**src/rtl/rr_arbiter8.sv**
```systemverilog
// -----------------------------------------------------------------------------
// rr_arbiter8 - 8-way round-robin arbiter with registered grant/hold/release.
//
// An idle arbiter samples req and grants the first requester found scanning
// circularly upward from one past the previous winner (last). The grant is
// held until the owner drops its request or pulses rel. At least one idle
// cycle always separates two grants. Requests that arrive while a grant is
// active neither preempt it nor get latched.
//
// Optional feature (macro ARB_TIMEOUT_EN):
//   When defined, a hold counter revokes a grant after exactly MAX_HOLD
//   visible cycles and pulses timeout for one cycle. When undefined there is
//   no counter logic, timeout is constant 0 and a grant may be held forever.
//
// Ports:
//   clk       in   1    system clock, rising edge
//   rst       in   1    asynchronous active-high reset
//   req       in   N    request vector, bit i = requester i
//   rel       in   1    release strobe from the owner (ignored when idle)
//   gnt       out  N    one-hot grant, registered
//   gnt_id    out  IDW  binary index of the owner, registered (0 when idle)
//   gnt_valid out  1    high while a grant is active (OR of gnt)
//   timeout   out  1    one-cycle pulse when a grant is forcibly revoked
// -----------------------------------------------------------------------------
module rr_arbiter8 #(
    parameter int unsigned N        = 8,
    parameter int unsigned IDW      = 3,
    parameter int unsigned MAX_HOLD = 16
) (
    input  logic           clk,
    input  logic           rst,
    input  logic [N-1:0]   req,
    input  logic           rel,
    output logic [N-1:0]   gnt,
    output logic [IDW-1:0] gnt_id,
    output logic           gnt_valid,
    output logic           timeout
);

    typedef enum logic [0:0] {
        ST_IDLE  = 1'b0,
        ST_GRANT = 1'b1
    } state_t;

    // Circular priority scan: returns {found, index} of the first set bit of
    // r starting at ptr+1 and wrapping. Iterating from the farthest offset to
    // the nearest lets the nearest hit overwrite earlier ones. Offset 8
    // truncates to 0, so ptr itself is considered last.
    function automatic logic [3:0] pick_winner(input logic [7:0] r,
                                               input logic [2:0] ptr);
        logic [3:0] res;
        logic [2:0] idx;
        res = 4'b0000;
        for (int i = 8; i >= 1; i--) begin
            idx = ptr + 3'(i);
            res = r[idx] ? {1'b1, idx} : res;
        end
        return res;
    endfunction

    state_t           state_q,     state_d;
    logic [2:0]       last_q,      last_d;
    logic [N-1:0]     gnt_q,       gnt_d;
    logic [IDW-1:0]   gnt_id_q,    gnt_id_d;
    logic             gnt_valid_q, gnt_valid_d;
    logic             timeout_q,   timeout_d;

    logic [3:0]       win_s;
    logic             release_s;
    logic             expire_s;

`ifdef ARB_TIMEOUT_EN
    localparam logic [7:0] HOLD_LAST = 8'(MAX_HOLD - 1);
    logic [7:0]       hold_cnt_q,  hold_cnt_d;
`else
    logic             unused_max_hold_s;
    assign unused_max_hold_s = ^8'(MAX_HOLD);
`endif

    assign win_s     = pick_winner(req, last_q);
    // Release is only meaningful in GRANT; rel and a dropped request together
    // still amount to a single release.
    assign release_s = rel | ~req[gnt_id_q];

`ifdef ARB_TIMEOUT_EN
    assign expire_s  = (hold_cnt_q == HOLD_LAST);
`else
    assign expire_s  = 1'b0;
`endif

    // Next-state and next-output computation for the grant FSM.
    always_comb begin
        state_d     = state_q;
        last_d      = last_q;
        gnt_d       = gnt_q;
        gnt_id_d    = gnt_id_q;
        gnt_valid_d = gnt_valid_q;
        timeout_d   = 1'b0;
`ifdef ARB_TIMEOUT_EN
        hold_cnt_d  = hold_cnt_q;
`endif
        case (state_q)
            ST_IDLE: begin
                if (win_s[3]) begin
                    state_d     = ST_GRANT;
                    last_d      = win_s[2:0];
                    gnt_d       = N'(8'd1 << win_s[2:0]);
                    gnt_id_d    = IDW'(win_s[2:0]);
                    gnt_valid_d = 1'b1;
`ifdef ARB_TIMEOUT_EN
                    hold_cnt_d  = 8'd0;
`endif
                end else begin
                    gnt_d       = '0;
                    gnt_id_d    = '0;
                    gnt_valid_d = 1'b0;
                end
            end
            ST_GRANT: begin
                if (release_s) begin
                    // Normal release wins over a coincident timeout.
                    state_d     = ST_IDLE;
                    gnt_d       = '0;
                    gnt_id_d    = '0;
                    gnt_valid_d = 1'b0;
                end else if (expire_s) begin
                    // Forced revoke; last keeps the owner so it ranks lowest.
                    state_d     = ST_IDLE;
                    gnt_d       = '0;
                    gnt_id_d    = '0;
                    gnt_valid_d = 1'b0;
                    timeout_d   = 1'b1;
                end else begin
`ifdef ARB_TIMEOUT_EN
                    hold_cnt_d  = hold_cnt_q + 8'd1;
`endif
                    state_d     = ST_GRANT;
                end
            end
            default: begin
                state_d     = ST_IDLE;
                gnt_d       = '0;
                gnt_id_d    = '0;
                gnt_valid_d = 1'b0;
            end
        endcase
    end

    // State and output registers with asynchronous reset.
    always_ff @(posedge clk or posedge rst) begin
        if (rst) begin
            state_q     <= ST_IDLE;
            last_q      <= 3'd7;
            gnt_q       <= '0;
            gnt_id_q    <= '0;
            gnt_valid_q <= 1'b0;
            timeout_q   <= 1'b0;
`ifdef ARB_TIMEOUT_EN
            hold_cnt_q  <= 8'd0;
`endif
        end else begin
            state_q     <= state_d;
            last_q      <= last_d;
            gnt_q       <= gnt_d;
            gnt_id_q    <= gnt_id_d;
            gnt_valid_q <= gnt_valid_d;
            timeout_q   <= timeout_d;
`ifdef ARB_TIMEOUT_EN
            hold_cnt_q  <= hold_cnt_d;
`endif
        end
    end

    assign gnt       = gnt_q;
    assign gnt_id    = gnt_id_q;
    assign gnt_valid = gnt_valid_q;
    assign timeout   = timeout_q;

endmodule

```
**config.mk**
```make
export PLATFORM = sky130hd
export DESIGN_NAME = rr_arbiter8
export DESIGN_NICKNAME = d
export VERILOG_FILES = /design/src/rtl/rr_arbiter8.sv
export SDC_FILE = /design/constraint.sdc
export NUM_CORES = 1
export LEC_CHECK = 0
export ABC_CLOCK_PERIOD_IN_PS = 7000
export BUFFER_PORTS_ARGS = -buffer_cell sky130_fd_sc_hd__buf_4
export CAP_MARGIN = 40
export CELL_PAD_IN_SITES_DETAIL_PLACEMENT = 2
export CELL_PAD_IN_SITES_GLOBAL_PLACEMENT = 2
export CORE_MARGIN = 5
export CORE_UTILIZATION = 40
export DETAILED_ROUTE_END_ITERATION = 7
export PLACE_DENSITY = 0.94
export SYNTH_ARGS = -nofsm -noshare
export SYNTH_HDL_FRONTEND = slang
export SYNTH_SLANG_ARGS = --single-unit
```
**constraint.sdc**
```tcl
create_clock -name clk -period 7 [get_ports clk]
set_clock_uncertainty 0.1 [all_clocks]
set_input_delay 2.1 -clock clk [delete_from_list [all_inputs] [get_ports clk]]
set_output_delay 2.1 -clock clk [all_outputs]
set_load 0.005 [all_outputs]
```
==> reports/qor.yml <==
sta:
  tightestPinTransition_ns: 0.756
  hold_viol_final: 0
  tns_ns: 0
  slew_headroom_pct: 49.6
  min_period_ns: 4.24
  rsz0062_at_grt: "false"
  min_period_over_period_pct: 60.6
  fmax_mhz: 236
  worst_hold_slack_ns: 0.405
  setup_viol: 0
  slew_viol_final: 0
floorplanning:
  die_h_um: 75.1
  core_um2: 4060
  fp.dieW_um: 75.1
  rows: 23
  start_util_pct: 41.8
  io_pins: 24
  die_area_um2: 5640
synth:
  synth_nets: 169
  synth.avg_cell_area_um2: 10.9
  synth_cell_types: 53
  ys_ff_latch: 16
  ys.flop_type: "dfrtp_1"
  postSynth.asyncResetShare_pct: 100
  yosysSeqAreaShare_pct: 23.9
  yosys_warnings: 0
  synth_edf_count: 0
  syn_inst: 156
  synth_area_um2: 1690
clock_tree:
  post-cts-setup-buffers: 0
  ctsHoldBuffers: 0
  cts_max_path_buffers: 2
  h-tree-depth: 1
  root_buffer: "clkbuf_8"
  path_clk_slew_ns: 0.06
  clock_sinks: 16
  cts_resized: 0
  cts_tree: "built"
  numCtsBuffers: 3
  clk-insertion-delay-late_ns: 0.25
worst_setup_path:
  critPathArrivalTime_ns: 4.28
  cp_slowest_stage_delay_ns: 0.50
  cp_num_buf_inv: 1
  cp_max_fo: 11
  start_kind: "input port"
  cp-end-kind: "register"
  path_class: "in2reg"
  crit_chain: "buf_4 -> mux4_2 -> mux2i_1 -> o21ai_0 -> o21ai_1 -> a22oi_4 -> o41ai_2"
  critical_path_required_ns: 7.04
  slowest_stage: "mux4_2"
  critical-path-top-delay-family: "compound AO/OA/AOI/OAI gates"
grt:
  grt_usage_pct: 20.2
  gr-total-overflow: 0
  grt_max_degree: 21
  grt_pass1_wl_um: 8580
  grt_pass1_vias: 1560
  antenna_found_initial: 0
routing:
  ant_nets: 0
  wl_per_cell_um: 24.3
  vias: 1445
  avgViaCountPerCell: 6.63
  route.detailed.drc: 0
  wirelength_um: 5310
  drt_iter0_markers: 64
  first_pass_iters: 4
finish:
  layout_common_cells: "buf_4, mux4_2, dfrtp_1"
  multiInputGateArea_um2: 1190
  diodes: 0
  fillers: 414
  finish.net_count: 182
  ff_latch_area_um2: 404
  stdcell_count: 218
  layout-drive-gt1-share_pct: 37.5
  final_common_cell: "buf_4"
  area_growth_pct: 12.4
place:
  dp.final_hpwl_um: 4060
  port_buffers: 22
  dp.cells: 214
  place_congestion: 0.818
min_path:
  hold_class: "reg2reg"
job:
  max_cap_violations: 0
outcome:
  outcome: "finished, final reports clean"
## synthesized netlist by cell type, types with 2 or more instances
cell type | number | share of area [%]
a32o_1 | 6 | 3.5
clkbuf_1 | 7 | 1.6
nand3_1 | 2 | 0.59
a22o_1 | 2 | 1.0
a41o_1 | 2 | 1.2
inv_1 | 7 | 1.6
o21ai_1 | 3 | 0.89
or2_2 | 3 | 1.1
ha_1 | 2 | 1.5
nand3b_1 | 2 | 0.89
nor4_1 | 2 | 0.74
mux2_2 | 3 | 2.0
nand2_1 | 12 | 2.7
o211ai_1 | 2 | 0.89
and2_1 | 5 | 1.8
a21oi_1 | 6 | 1.8
dfstp_2 | 3 | 4.7
nor2_1 | 7 | 1.6
buf_2 | 4 | 1.2
o21ai_0 | 4 | 1.2
a211oi_1 | 3 | 1.3
mux2i_1 | 8 | 4.7
mux4_2 | 18 | 24
buf_4 | 2 | 0.89
dfrtp_1 | 13 | 19
## cells by family (layout without fill, tap and decap cells)
kind of cell               Yosys count  after routing  synth area share, %
muxes                               31             31                 33.1
xor gates and xnor gates             4              4                 2.95
DFF                                 16             16                 23.9
buffers and inverters               21             33                 5.83
adders and majority gates            2              2                 1.48
AOI/OAI and AO/OA                   42             42                 20.9
and+or+nand+nor                     39             39                 11.7
other                                1              1                0.221
## state kept, by name (all words and copies together), names as in the netlist
signal     cells
gnt_id         3
gnt            8
state_q        1
last_q         3
gnt_valid      1
## per-stage QoR
stage	utilization [%]	setup slack [ns]	area, um2
after global routing	46.9	2.52	1900
final	46.9	2.76	1900
after detailed placement	45.6	2.52	1850
after floorplan	-	2.79	1690
after global placement	45.6	2.59	1850
after CTS	46.9	2.77	1900
## final cells by class
class	instances	area share [%]
sequential	16	21.2
inverter	7	1.38
timing repair buffer	22	8.67
multi-input combinational	119	62.5
clock buffer	4	2.89
tap	50	3.29
## layer usage
| layer | global-route usage, % | vias to the layer above | part of all wire (%) |
|---|---|---|---|
| li1 | - | 639 | - |
| met1 | 27.8 | 759 | 42 |
| met2 | 35.3 | 41 | 54 |
| met3 | 2.67 | 6 | 3.8 |
| met4 | 1.78 | 0 | 0.87 |
| met5 | 0 | - | 0 |
## path summary, 6_finish.rpt
| kind | startpoint | to | slack (ns) | depth (start not counted) |
|---|---|---|---|---|
| max | req[3] | gnt[3] | 2.76 | 7 |
| min | gnt[6] | gnt[6] | 0.41 | 1 |
| max reg2reg | last_q[0] | gnt[5] | 2.82 | 9 |
| min reg2reg | gnt[6] | gnt[6] | 0.41 | 1 |
| max in group asynchronous | rst | gnt[4] | 4.58 | 2 |
| min in group asynchronous | rst | gnt_id[1] | 1.82 | 2 |
Power is not shown: default switching activity piles up to over one toggle a cycle in this logic, so the estimate is an artifact.
